--- src/rtl/bus_initiator_pkg.sv ---
// Shared definitions for the byte-serial bus initiator: RV32I load/store widths,
// byte-count encodings, FSM state codes, the request payload and small decode helpers.
package bus_initiator_pkg;

  localparam int unsigned XLEN  = 32;
  localparam int unsigned F3_W  = 3;
  localparam int unsigned BHW_W = 3;

  // RV32I funct3 width codes
  localparam logic [F3_W-1:0] F3_B  = 3'b000;
  localparam logic [F3_W-1:0] F3_H  = 3'b001;
  localparam logic [F3_W-1:0] F3_W_ = 3'b010;
  localparam logic [F3_W-1:0] F3_BU = 3'b100;
  localparam logic [F3_W-1:0] F3_HU = 3'b101;

  // Byte count carried on o_bhw
  localparam logic [BHW_W-1:0] BHW_BYTE = 3'b001;
  localparam logic [BHW_W-1:0] BHW_HALF = 3'b010;
  localparam logic [BHW_W-1:0] BHW_WORD = 3'b100;

  typedef enum logic [1:0] {
    ST_IDLE     = 2'd0,
    ST_WAIT_RSP = 2'd1,
    ST_RESP     = 2'd2
  } state_e;

  // Request fields held on the bus for the duration of a transaction
  typedef struct packed {
    logic [XLEN-1:0]  addr;
    logic [XLEN-1:0]  data;
    logic [BHW_W-1:0] bhw;
    logic             write_notread;
  } bus_req_t;

  // Reserved widths, and unsigned widths used as stores, never reach the bus
  function automatic logic f3_illegal(input logic [F3_W-1:0] f3, input logic we);
    logic ill;
    case (f3)
      F3_B, F3_H, F3_W_: ill = 1'b0;
      F3_BU, F3_HU:      ill = we;
      default:           ill = 1'b1;
    endcase
    return ill;
  endfunction

  function automatic logic [BHW_W-1:0] f3_bhw(input logic [F3_W-1:0] f3);
    logic [BHW_W-1:0] b;
    case (f3[1:0])
      2'b00:   b = BHW_BYTE;
      2'b01:   b = BHW_HALF;
      default: b = BHW_WORD;
    endcase
    return b;
  endfunction

  // Zero the lanes at and above the byte count
  function automatic logic [XLEN-1:0] lane_mask(input logic [BHW_W-1:0] bhw,
                                                input logic [XLEN-1:0]  d);
    logic [XLEN-1:0] m;
    case (bhw)
      BHW_BYTE: m = {24'h0, d[7:0]};
      BHW_HALF: m = {16'h0, d[15:0]};
      default:  m = d;
    endcase
    return m;
  endfunction

endpackage

--- src/rtl/bus_initiator_load_extend.sv ---
// Load data extension unit, shared with the writeback stage.
//   funct3 : RV32I load width
//   raw    : bytes as returned by the bus, byte0 in [7:0]
//   ext_c  : sign/zero-extended result (combinational)
module bus_initiator_load_extend
  import bus_initiator_pkg::*;
(
  input  logic [F3_W-1:0] funct3,
  input  logic [XLEN-1:0] raw,
  output logic [XLEN-1:0] ext_c
);

  always_comb begin
    ext_c = raw;
    case (funct3)
      F3_B:    ext_c = {{24{raw[7]}}, raw[7:0]};
      F3_H:    ext_c = {{16{raw[15]}}, raw[15:0]};
      F3_BU:   ext_c = {24'h0, raw[7:0]};
      F3_HU:   ext_c = {16'h0, raw[15:0]};
      default: ext_c = raw;
    endcase
  end

endmodule

--- src/rtl/bus_initiator.sv ---
// CPU-side master for the byte-serial memory bus. Arbitrates fetch and
// load/store requests (load/store wins), issues one transaction at a time,
// waits for the responder strobe or a timeout, and returns extended data.
//   i_clk, i_rst            : clock, async active-high reset
//   i_if_* / o_if_*         : fetch request / completion
//   i_ls_* / o_ls_*         : load/store request / completion (+ error)
//   o_bus_*, o_bhw, o_write_notread, i_bus_* : memory bus
//   o_fault                 : sticky timeout indicator
module bus_initiator
  import bus_initiator_pkg::*;
#(
  parameter int unsigned TIMEOUT_CYCLES = 1024,
  parameter int unsigned TMO_W          = 11
) (
  input  logic             i_clk,
  input  logic             i_rst,
  input  logic             i_if_req,
  input  logic [XLEN-1:0]  i_if_addr,
  output logic [XLEN-1:0]  o_if_data,
  output logic             o_if_valid,
  input  logic             i_ls_req,
  input  logic             i_ls_we,
  input  logic [F3_W-1:0]  i_ls_funct3,
  input  logic [XLEN-1:0]  i_ls_addr,
  input  logic [XLEN-1:0]  i_ls_wdata,
  output logic [XLEN-1:0]  o_ls_rdata,
  output logic             o_ls_valid,
  output logic             o_ls_err,
  output logic [XLEN-1:0]  o_bus_data,
  output logic [XLEN-1:0]  o_bus_address,
  output logic             o_bus_DV,
  output logic [BHW_W-1:0] o_bhw,
  output logic             o_write_notread,
  input  logic [XLEN-1:0]  i_bus_data,
  input  logic             i_bus_DV,
  output logic             o_fault
);

  state_e          state;
  bus_req_t        req_q;
  logic            is_ls_q;
  logic            we_q;
  logic [F3_W-1:0] f3_q;
  logic [TMO_W-1:0] tmo_q;
  logic [XLEN-1:0] ext_c;
  logic            timeout_hit_c;

  bus_initiator_load_extend u_load_extend (
    .funct3 (f3_q),
    .raw    (i_bus_data),
    .ext_c  (ext_c)
  );

  // Last WAIT_RSP cycle of the budget with no response
  assign timeout_hit_c = (tmo_q == TMO_W'(TIMEOUT_CYCLES - 1));

  assign o_bus_address   = req_q.addr;
  assign o_bus_data      = req_q.data;
  assign o_bhw           = req_q.bhw;
  assign o_write_notread = req_q.write_notread;

  // Transaction FSM; strobes and completion pulses default low every cycle
  always_ff @(posedge i_clk or posedge i_rst) begin
    if (i_rst) begin
      state      <= ST_IDLE;
      req_q      <= '0;
      is_ls_q    <= 1'b0;
      we_q       <= 1'b0;
      f3_q       <= '0;
      tmo_q      <= '0;
      o_bus_DV   <= 1'b0;
      o_if_data  <= '0;
      o_if_valid <= 1'b0;
      o_ls_rdata <= '0;
      o_ls_valid <= 1'b0;
      o_ls_err   <= 1'b0;
      o_fault    <= 1'b0;
    end else begin
      o_bus_DV   <= 1'b0;
      o_if_valid <= 1'b0;
      o_ls_valid <= 1'b0;
      o_ls_err   <= 1'b0;
      case (state)
        ST_IDLE: begin
          if (i_ls_req) begin
            is_ls_q <= 1'b1;
            we_q    <= i_ls_we;
            f3_q    <= i_ls_funct3;
            if (f3_illegal(i_ls_funct3, i_ls_we)) begin
              o_ls_valid <= 1'b1;
              o_ls_err   <= 1'b1;
              o_ls_rdata <= '0;
              state      <= ST_RESP;
            end else begin
              req_q <= '{addr:          i_ls_addr,
                         data:          i_ls_we ? lane_mask(f3_bhw(i_ls_funct3), i_ls_wdata)
                                                : '0,
                         bhw:           f3_bhw(i_ls_funct3),
                         write_notread: i_ls_we};
              o_bus_DV <= 1'b1;
              tmo_q    <= '0;
              state    <= ST_WAIT_RSP;
            end
          end else if (i_if_req) begin
            is_ls_q  <= 1'b0;
            we_q     <= 1'b0;
            f3_q     <= F3_W_;
            req_q    <= '{addr: i_if_addr, data: '0, bhw: BHW_WORD, write_notread: 1'b0};
            o_bus_DV <= 1'b1;
            tmo_q    <= '0;
            state    <= ST_WAIT_RSP;
          end
        end
        ST_WAIT_RSP: begin
          if (i_bus_DV) begin
            state <= ST_RESP;
            if (is_ls_q) begin
              o_ls_valid <= 1'b1;
              o_ls_rdata <= we_q ? '0 : ext_c;
            end else begin
              o_if_valid <= 1'b1;
              o_if_data  <= i_bus_data;
            end
          end else if (timeout_hit_c) begin
            state   <= ST_RESP;
            o_fault <= 1'b1;
            if (is_ls_q) begin
              o_ls_valid <= 1'b1;
              o_ls_err   <= 1'b1;
              o_ls_rdata <= '0;
            end else begin
              o_if_valid <= 1'b1;
              o_if_data  <= '0;
            end
          end else begin
            tmo_q <= tmo_q + TMO_W'(1);
          end
        end
        ST_RESP: state <= ST_IDLE;
        default: state <= ST_IDLE;
      endcase
    end
  end

endmodule

--- config.mk ---
export PLATFORM = sky130hd
export DESIGN_NAME = bus_initiator
export DESIGN_NICKNAME = d
export VERILOG_FILES = /design/src/rtl/bus_initiator_pkg.sv /design/src/rtl/bus_initiator_load_extend.sv /design/src/rtl/bus_initiator.sv
export SDC_FILE = /design/constraint.sdc
export NUM_CORES = 1
export LEC_CHECK = 0
export CAP_MARGIN = 30
export CORE_MARGIN = 2
export CORE_UTILIZATION = 39
export DETAILED_ROUTE_END_ITERATION = 12
export DONT_BUFFER_PORTS = 1
export PLACE_DENSITY = 0.49
export SLEW_MARGIN = 25
export SYNTH_ARGS = -nofsm -noshare
export SYNTH_HDL_FRONTEND = slang
export SYNTH_SLANG_ARGS = --single-unit
--- constraint.sdc ---
create_clock -name i_clk -period 5.97 [get_ports i_clk]
set_clock_uncertainty 0.1 [all_clocks]
set_input_delay 0.8955 -clock i_clk [delete_from_list [all_inputs] [get_ports i_clk]]
set_output_delay 0.8955 -clock i_clk [all_outputs]
set_load 0.05 [all_outputs]
==> impl_metrics.json, run 1 <==
{
  "grt_max_degree": 106,
  "highest_layer": "met4",
  "drive_gt1_share_pct": 13.1,
  "arrival_ps": 3020,
  "syn_avg_cell_area_um2": 11.0,
  "outcome": "finished, final reports clean",
  "via_count": 4425,
  "multi_input_area_um2": 2520,
  "reg2reg_from": "tmo_q[0]$_DFFE_PP0P_",
  "wl_met1_mm": 6.51,
  "wl_met3_mm": 1.62,
  "cts_buffers": 17,
  "drcViolationCount": 0,
  "hold_class": "input port to asynchronous set/reset pin",
  "hold_violations": 0,
  "first_global_vias": 4618,
  "clockBufferDepth": 2,
  "yosysSeqAreaShare_pct": 57.8,
  "dieArea_um2": 18300,
  "rr_worst_depth": 6,
  "fin_setup_tns_ps": 0,
  "ios": 274,
  "areaGrowthSynthToFinish_pct": 11.0,
  "rows": 47,
  "synth_edf_count": 0,
  "filler_cell_count": 1596,
  "synth.cell_area_um2": 6710,
  "hpwl_mm": 11.9,
  "post-route-min-period_ps": 2810,
  "p_leak_nw": 3.63,
  "clock_latency_ps": 410,
  "ys_types": 47,
  "irDropWorstVdd_uv": 287,
  "drt_wl_total_mm": 16.5,
  "drtPass1Iterations": 4,
  "startpoint": "tmo_q[0]$_DFFE_PP0P_",
  "ys_top_cells_by_area": "dfrtp_1 58%, mux2i_1 6.1%, nand2_1 5.7%, o21ai_0 5.0%, mux2_4 4.7%",
  "critPathKind": "flip-flop to flip-flop",
  "die_h_um": 135,
  "async_flop_share_pct": 100,
  "drv_slew": 0,
  "drt_iter0_markers": 204,
  "yosysWarnings": 0,
  "clock.fmax_mhz": 356,
  "critPathLaunchType": "flip-flop",
  "root_buffer": "clkbuf_16",
  "routedWlPerCell_um": 20.0,
  "io_buffers": 0,
  "initial_core_util_pct": 40.2,
  "syn_inst": 608,
  "h-tree-depth": 4,
  "antenna_found_initial": 0,
  "die_width_um": 135,
  "wl_met2_mm": 8.13,
  "synth_top_area_share_pct": 57.8,
  "p_per_area_nw_per_um2": 659,
  "post_cts_resized": 0,
  "hold_slack_ps": 269,
  "worstMarginPinSlew_ps": 807,
  "syn_nets": 747,
  "ys_seq_elements": 155,
  "p_total_mw": 4.92,
  "post_cts_buffers": 0,
  "grt_usage_pct": 18.3,
  "slew_headroom_pct": 46.2,
  "gr-total-overflow": 0,
  "diodes": 0,
  "clkTransAtPathRegs_ps": 60,
  "yosys.area.top_type": "dfrtp_1",
  "crit_end": "o_ls_rdata[22]$_DFFE_PP0P_",
  "synth_top_flop_cell": "dfrtp_1",
  "cts_sinks": 155,
  "via_per_inst": 5.36,
  "r2r_slack_ps": 3160,
  "path_max_fanout": 21,
  "grt_pass1_wl_mm": 25.5,
  "place.gp.congestion": 0.810,
  "cp.required_ps": 6180,
  "min_period_over_period_pct": 47.1,
  "r2r-end": "o_ls_rdata[22]$_DFFE_PP0P_",
  "rsz0062_at_grt": "false",
  "drtAntennaViolNets": 0,
  "cts_tree": "built",
  "maxCapViolCount": 0,
  "finalSetupViolations": 0,
  "cts_hold_buf": 0,
  "coreArea_um2": 16700,
  "ff_latch_area_um2": 3880,
  "crit_path_end_kind": "flip-flop",
  "layout.nets": 731
}
-- worst min-delay path by stage --
stage                              start                    endpoint  depth (start not counted)
detailed placement   is_ls_q$_DFFE_PP0P_         is_ls_q$_DFFE_PP0P_                          2
global placement    tmo_q[1]$_DFFE_PP0P_        tmo_q[1]$_DFFE_PP0P_                          2
global route                       i_rst  o_bus_data[14]$_DFFE_PP0P_                          1
CTS                  is_ls_q$_DFFE_PP0P_         is_ls_q$_DFFE_PP0P_                          2
floorplan            is_ls_q$_DFFE_PP0P_         is_ls_q$_DFFE_PP0P_                          2
finish                             i_rst  o_bus_data[14]$_DFFE_PP0P_                          1
-- final cells by class --
class / count / area share (%)
clock buffer: 20 / 5.99
clock inverter: 12 / 1.19
inverter: 35 / 1.83
multi-input combinational: 377 / 33.8
sequential: 155 / 52.0
tap: 220 / 3.69
timing repair buffer: 6 / 1.41
-- layer usage --
metal | vias to the layer above | global-route usage, %
met3 | 19 | 7.97
met4 | 0 | 5.61
met5 | - | 0
li1 | 2084 | -
met1 | 2127 | 21.9
met2 | 195 | 30.0
-- worst max-delay path: stages, from the launching register on --
cell,delay (ps)
dfrtp_1,420
ha_1,210
nand3_2,130
or4_4,550
a221o_2,690
buf_16,280
mux2_4,300
-- Yosys cell counts (3+ instances only) --
cell / instances
mux2_4: 21
or2_2: 4
mux2i_1: 41
nor2_1: 7
o31ai_1: 19
clkbuf_1: 32
nand2_1: 102
nand3_1: 4
a21oi_1: 33
o21ai_0: 67
nand2b_1: 4
inv_1: 33
a21o_1: 3
buf_1: 3
dfrtp_1: 155
mux2_2: 3
or3_1: 3
a22o_1: 35
-- cells in the final DEF (no fill, tap or decap), types with 4 or more instances in the layout --
| cell type | instances |
|---|---|
| mux2i_1 | 41 |
| o21ai_0 | 67 |
| inv_1 | 32 |
| clkinv_2 | 4 |
| a22o_1 | 35 |
| nor2_1 | 7 |
| dfrtp_1 | 155 |
| nand2_1 | 102 |
| o31ai_1 | 19 |
| nand3_1 | 4 |
| or2_2 | 4 |
| a21oi_1 | 33 |
| inv_6 | 5 |
| clkbuf_16 | 17 |
| mux2_4 | 21 |
-- flip-flops by register name (all words and copies together), names as in the netlist, 2 cells and up --
signal,count
tmo_q,11
o_bhw,3
o_if_data,32
o_bus_address,32
f3_q,3
o_ls_rdata,32
state,2
o_bus_data,32
-- kinds of logic after synthesis --
logic type | Yosys count | synth area share, %
AO/OA/AOI/OAI | 167 | 16.0
adder cells (fa/ha/maj) | 2 | 0.373
buffers and inverters | 76 | 5.00
flip-flops | 155 | 57.8
multiplexers | 65 | 11.3
AND/OR/NAND/NOR | 143 | 9.58
-- stage by stage --
stage               utilization (%)  area, µm²  cells  worst slack (ps)
floorplan                         -       6710    608               796
global placement               40.9       6830    790              2860
detailed placement             41.1       6860    791              2810
CTS                            44.3       7390    823              3150
global route                   44.6       7450    825              3040
finish                         44.6       7450    825              3160
-- power by group --
group / internal [mW] / switching (mW)
logic: 0.383 / 0.448
clock network: 0.546 / 0.433
registers: 1.42 / 1.68
total: 2.35 / 2.56
No activity file was read; power rests on OpenSTA's default activity.
==> inputs of run 2 (changes only) <==
--- a/config.mk
+++ b/config.mk
@@ -10,7 +10,7 @@
 export CORE_UTILIZATION = 39
 export DETAILED_ROUTE_END_ITERATION = 12
 export DONT_BUFFER_PORTS = 1
-export PLACE_DENSITY = 0.49
+export PLACE_DENSITY = 0.51
 export SLEW_MARGIN = 25
 export SYNTH_ARGS = -nofsm -noshare
 export SYNTH_HDL_FRONTEND = slang
==> constraint.sdc (replaced) <==
create_clock -name i_clk -period 2.5 [get_ports i_clk]
set_clock_uncertainty 0.1 [all_clocks]
set_input_delay 0.375 -clock i_clk [delete_from_list [all_inputs] [get_ports i_clk]]
set_output_delay 0.375 -clock i_clk [all_outputs]
set_load 0.05 [all_outputs]
==> run 2 against run 1 <==
  * Worst setup slack worse by 3100 ps
  * Clock power rose to 2.8 times the previous value
  * First-iteration DRC count is 60% higher
  * Global-route usage up 1.1 points
==> impl_metrics.json, run 2 (synthesis results as in run 1) <==
{
  "clkPwrFrac_pct": 22.1,
  "via_per_inst": 5.32,
  "drtAntennaViolNets": 0,
  "initial_core_util_pct": 40.2,
  "drv_slew": 0,
  "irDropWorstVdd_uv": 591,
  "die_width_um": 135,
  "cts_buffers": 17,
  "drt_iter0_markers": 327,
  "root_buffer": "clkbuf_16",
  "areaGrowthSynthToFinish_pct": 23.1,
  "grt_pass1_wl_mm": 27.0,
  "fin_setup_tns_ps": 0,
  "clock_latency_ps": 420,
  "finalSetupViolations": 0,
  "grt_max_degree": 81,
  "hold_class": "input port to flip-flop",
  "clkTransAtPathRegs_ps": 60,
  "dieArea_um2": 18300,
  "final_common_cell": "dfrtp_1",
  "power_switching_mw": 6.20,
  "p_int_mw": 6.16,
  "critPathKind": "flip-flop to flip-flop",
  "clockBufferDepth": 2,
  "p_per_area_nw_per_um2": 1500,
  "drtPass1Iterations": 4,
  "routedWlPerCell_um": 19.7,
  "worstMarginPinSlew_ps": 632,
  "post-route-min-period_ps": 2470,
  "min_period_over_period_pct": 98.7,
  "final_cell_mix": "155 x dfrtp_1, 102 x nand2_1, 67 x o21ai_0, 59 x dlygate4sd3_1, 41 x mux2i_1",
  "first_global_vias": 5033,
  "drive_gt1_share_pct": 13.6,
  "hold_violations": 0,
  "die_h_um": 135,
  "antenna_found_initial": 0,
  "comb_power_share_pct": 18.3,
  "cp.required_ps": 2700,
  "critPathLaunchType": "flip-flop",
  "h-tree-depth": 4,
  "slowest_delay_ps": 520,
  "via_count": 4773,
  "arrival_ps": 2670,
  "gr-total-overflow": 0,
  "place_area_um2": 6950,
  "cts_tree": "built",
  "cts_sinks": 155,
  "coreArea_um2": 16700,
  "diodes": 0,
  "crit_path_end_kind": "flip-flop",
  "p_leak_nw": 3.98,
  "path_cells": "ha_2, nand3_2, or4_4, a221o_2, clkbuf_16, mux2_4",
  "grt_usage_pct": 19.4,
  "place.gp.congestion": 0.775,
  "cp_slowest_cell": "or4_4",
  "rows": 47,
  "path_max_fanout": 9,
  "clock.fmax_mhz": 405,
  "layout.nets": 804,
  "seq_power_share_pct": 59.6,
  "drcViolationCount": 0,
  "io_buffers": 0,
  "ios": 274,
  "slew_headroom_pct": 57.9,
  "outcome": "finished, final reports clean",
  "final_area_um2": 8260,
  "maxCapViolCount": 0,
  "p_sw_share_pct": 50.2,
  "drt_wl_total_mm": 17.7,
  "hpwl_mm": 12.0
}
==> run 2: path summary, 6_finish.rpt <==
check                                startpoint                       endpoint  slack (ps)  depth (start not counted)
max                        tmo_q[0]$_DFFE_PP0P_     o_ls_rdata[29]$_DFFE_PP0P_          30                          6
min                              i_bus_data[30]      o_if_data[30]$_DFFE_PP0P_          30                          2
max reg2reg                tmo_q[0]$_DFFE_PP0P_     o_ls_rdata[29]$_DFFE_PP0P_          30                          6
min reg2reg                 f3_q[2]$_DFFE_PP0P_            f3_q[2]$_DFFE_PP0P_         420                          1
max in group asynchronous                 i_rst  o_bus_address[23]$_DFFE_PP0P_        1390                          3
min in group asynchronous                 i_rst       o_if_data[4]$_DFFE_PP0P_         260                          2
==> run 2: repair_timing <==
| action | 4_1_cts | 5_1_grt |
|---|---|---|
| buffers inserted | 0 | 4 |
| hold buffers | 59 | 0 |
| endpoints found under the setup margin | 0 | 25 |
| endpoints found under the hold margin | 219 | 0 |
| gates resized for setup | 0 | 1 |
==> run 2: layer usage <==
metal  GRT usage [%]  wire (µm)  vias to the layer above
met5               0          0                        -
met2            32.4       8700                      222
met1            22.9       6980                     2289
met4            7.47        333                        0
li1                -          -                     2238
met3            7.11       1650                       24
==> run 2: power by group through the flow <==
stage | clock network (mW) | logic (mW) | registers, mW
global route | 2.93 | 2.55 | 7.51
CTS | 2.82 | 2.13 | 7.40
global placement | 0 | 1.97 | 7.44
detailed placement | 0 | 2.06 | 7.43
floorplan | 0 | 1.80 | 7.07
finish | 2.73 | 2.26 | 7.37
==> run 2: cell type report <==
class / instances / area, µm²
Inverter: 35 / 135
Multi-Input combinational cell: 377 / 2520
Clock inverter: 12 / 186
Timing Repair Buffer: 79 / 826
Clock buffer: 20 / 437
Tap cell: 220 / 275
Sequential cell: 155 / 3880
Fill cell: 1506 / 8440
==> run 2: through the flow <==
step                instances  total power [mW]  hold slack (ps)  utilization (%)  setup WS (ps)
floorplan                 608              8.87              378                -           66.1
global placement          801              9.41             70.0             41.6           88.5
detailed placement        801              9.49             74.8             41.6           23.8
CTS                       892              12.3            0.801             48.9           13.9
global route              898              13.0             7.39             49.5          -4.42
finish                    898              12.4             26.6             49.5           31.6
==> run 2: critical path, delay by kind of cell, from the launching register on <==
kind / cells / cell delay (ps)
AO/OA/AOI/OAI: 1 / 460
adder cells (fa/ha/maj): 1 / 220
buffers and inverters: 1 / 210
flip-flops: 1 / 420
multiplexers: 1 / 290
AND/OR/NAND/NOR: 2 / 650
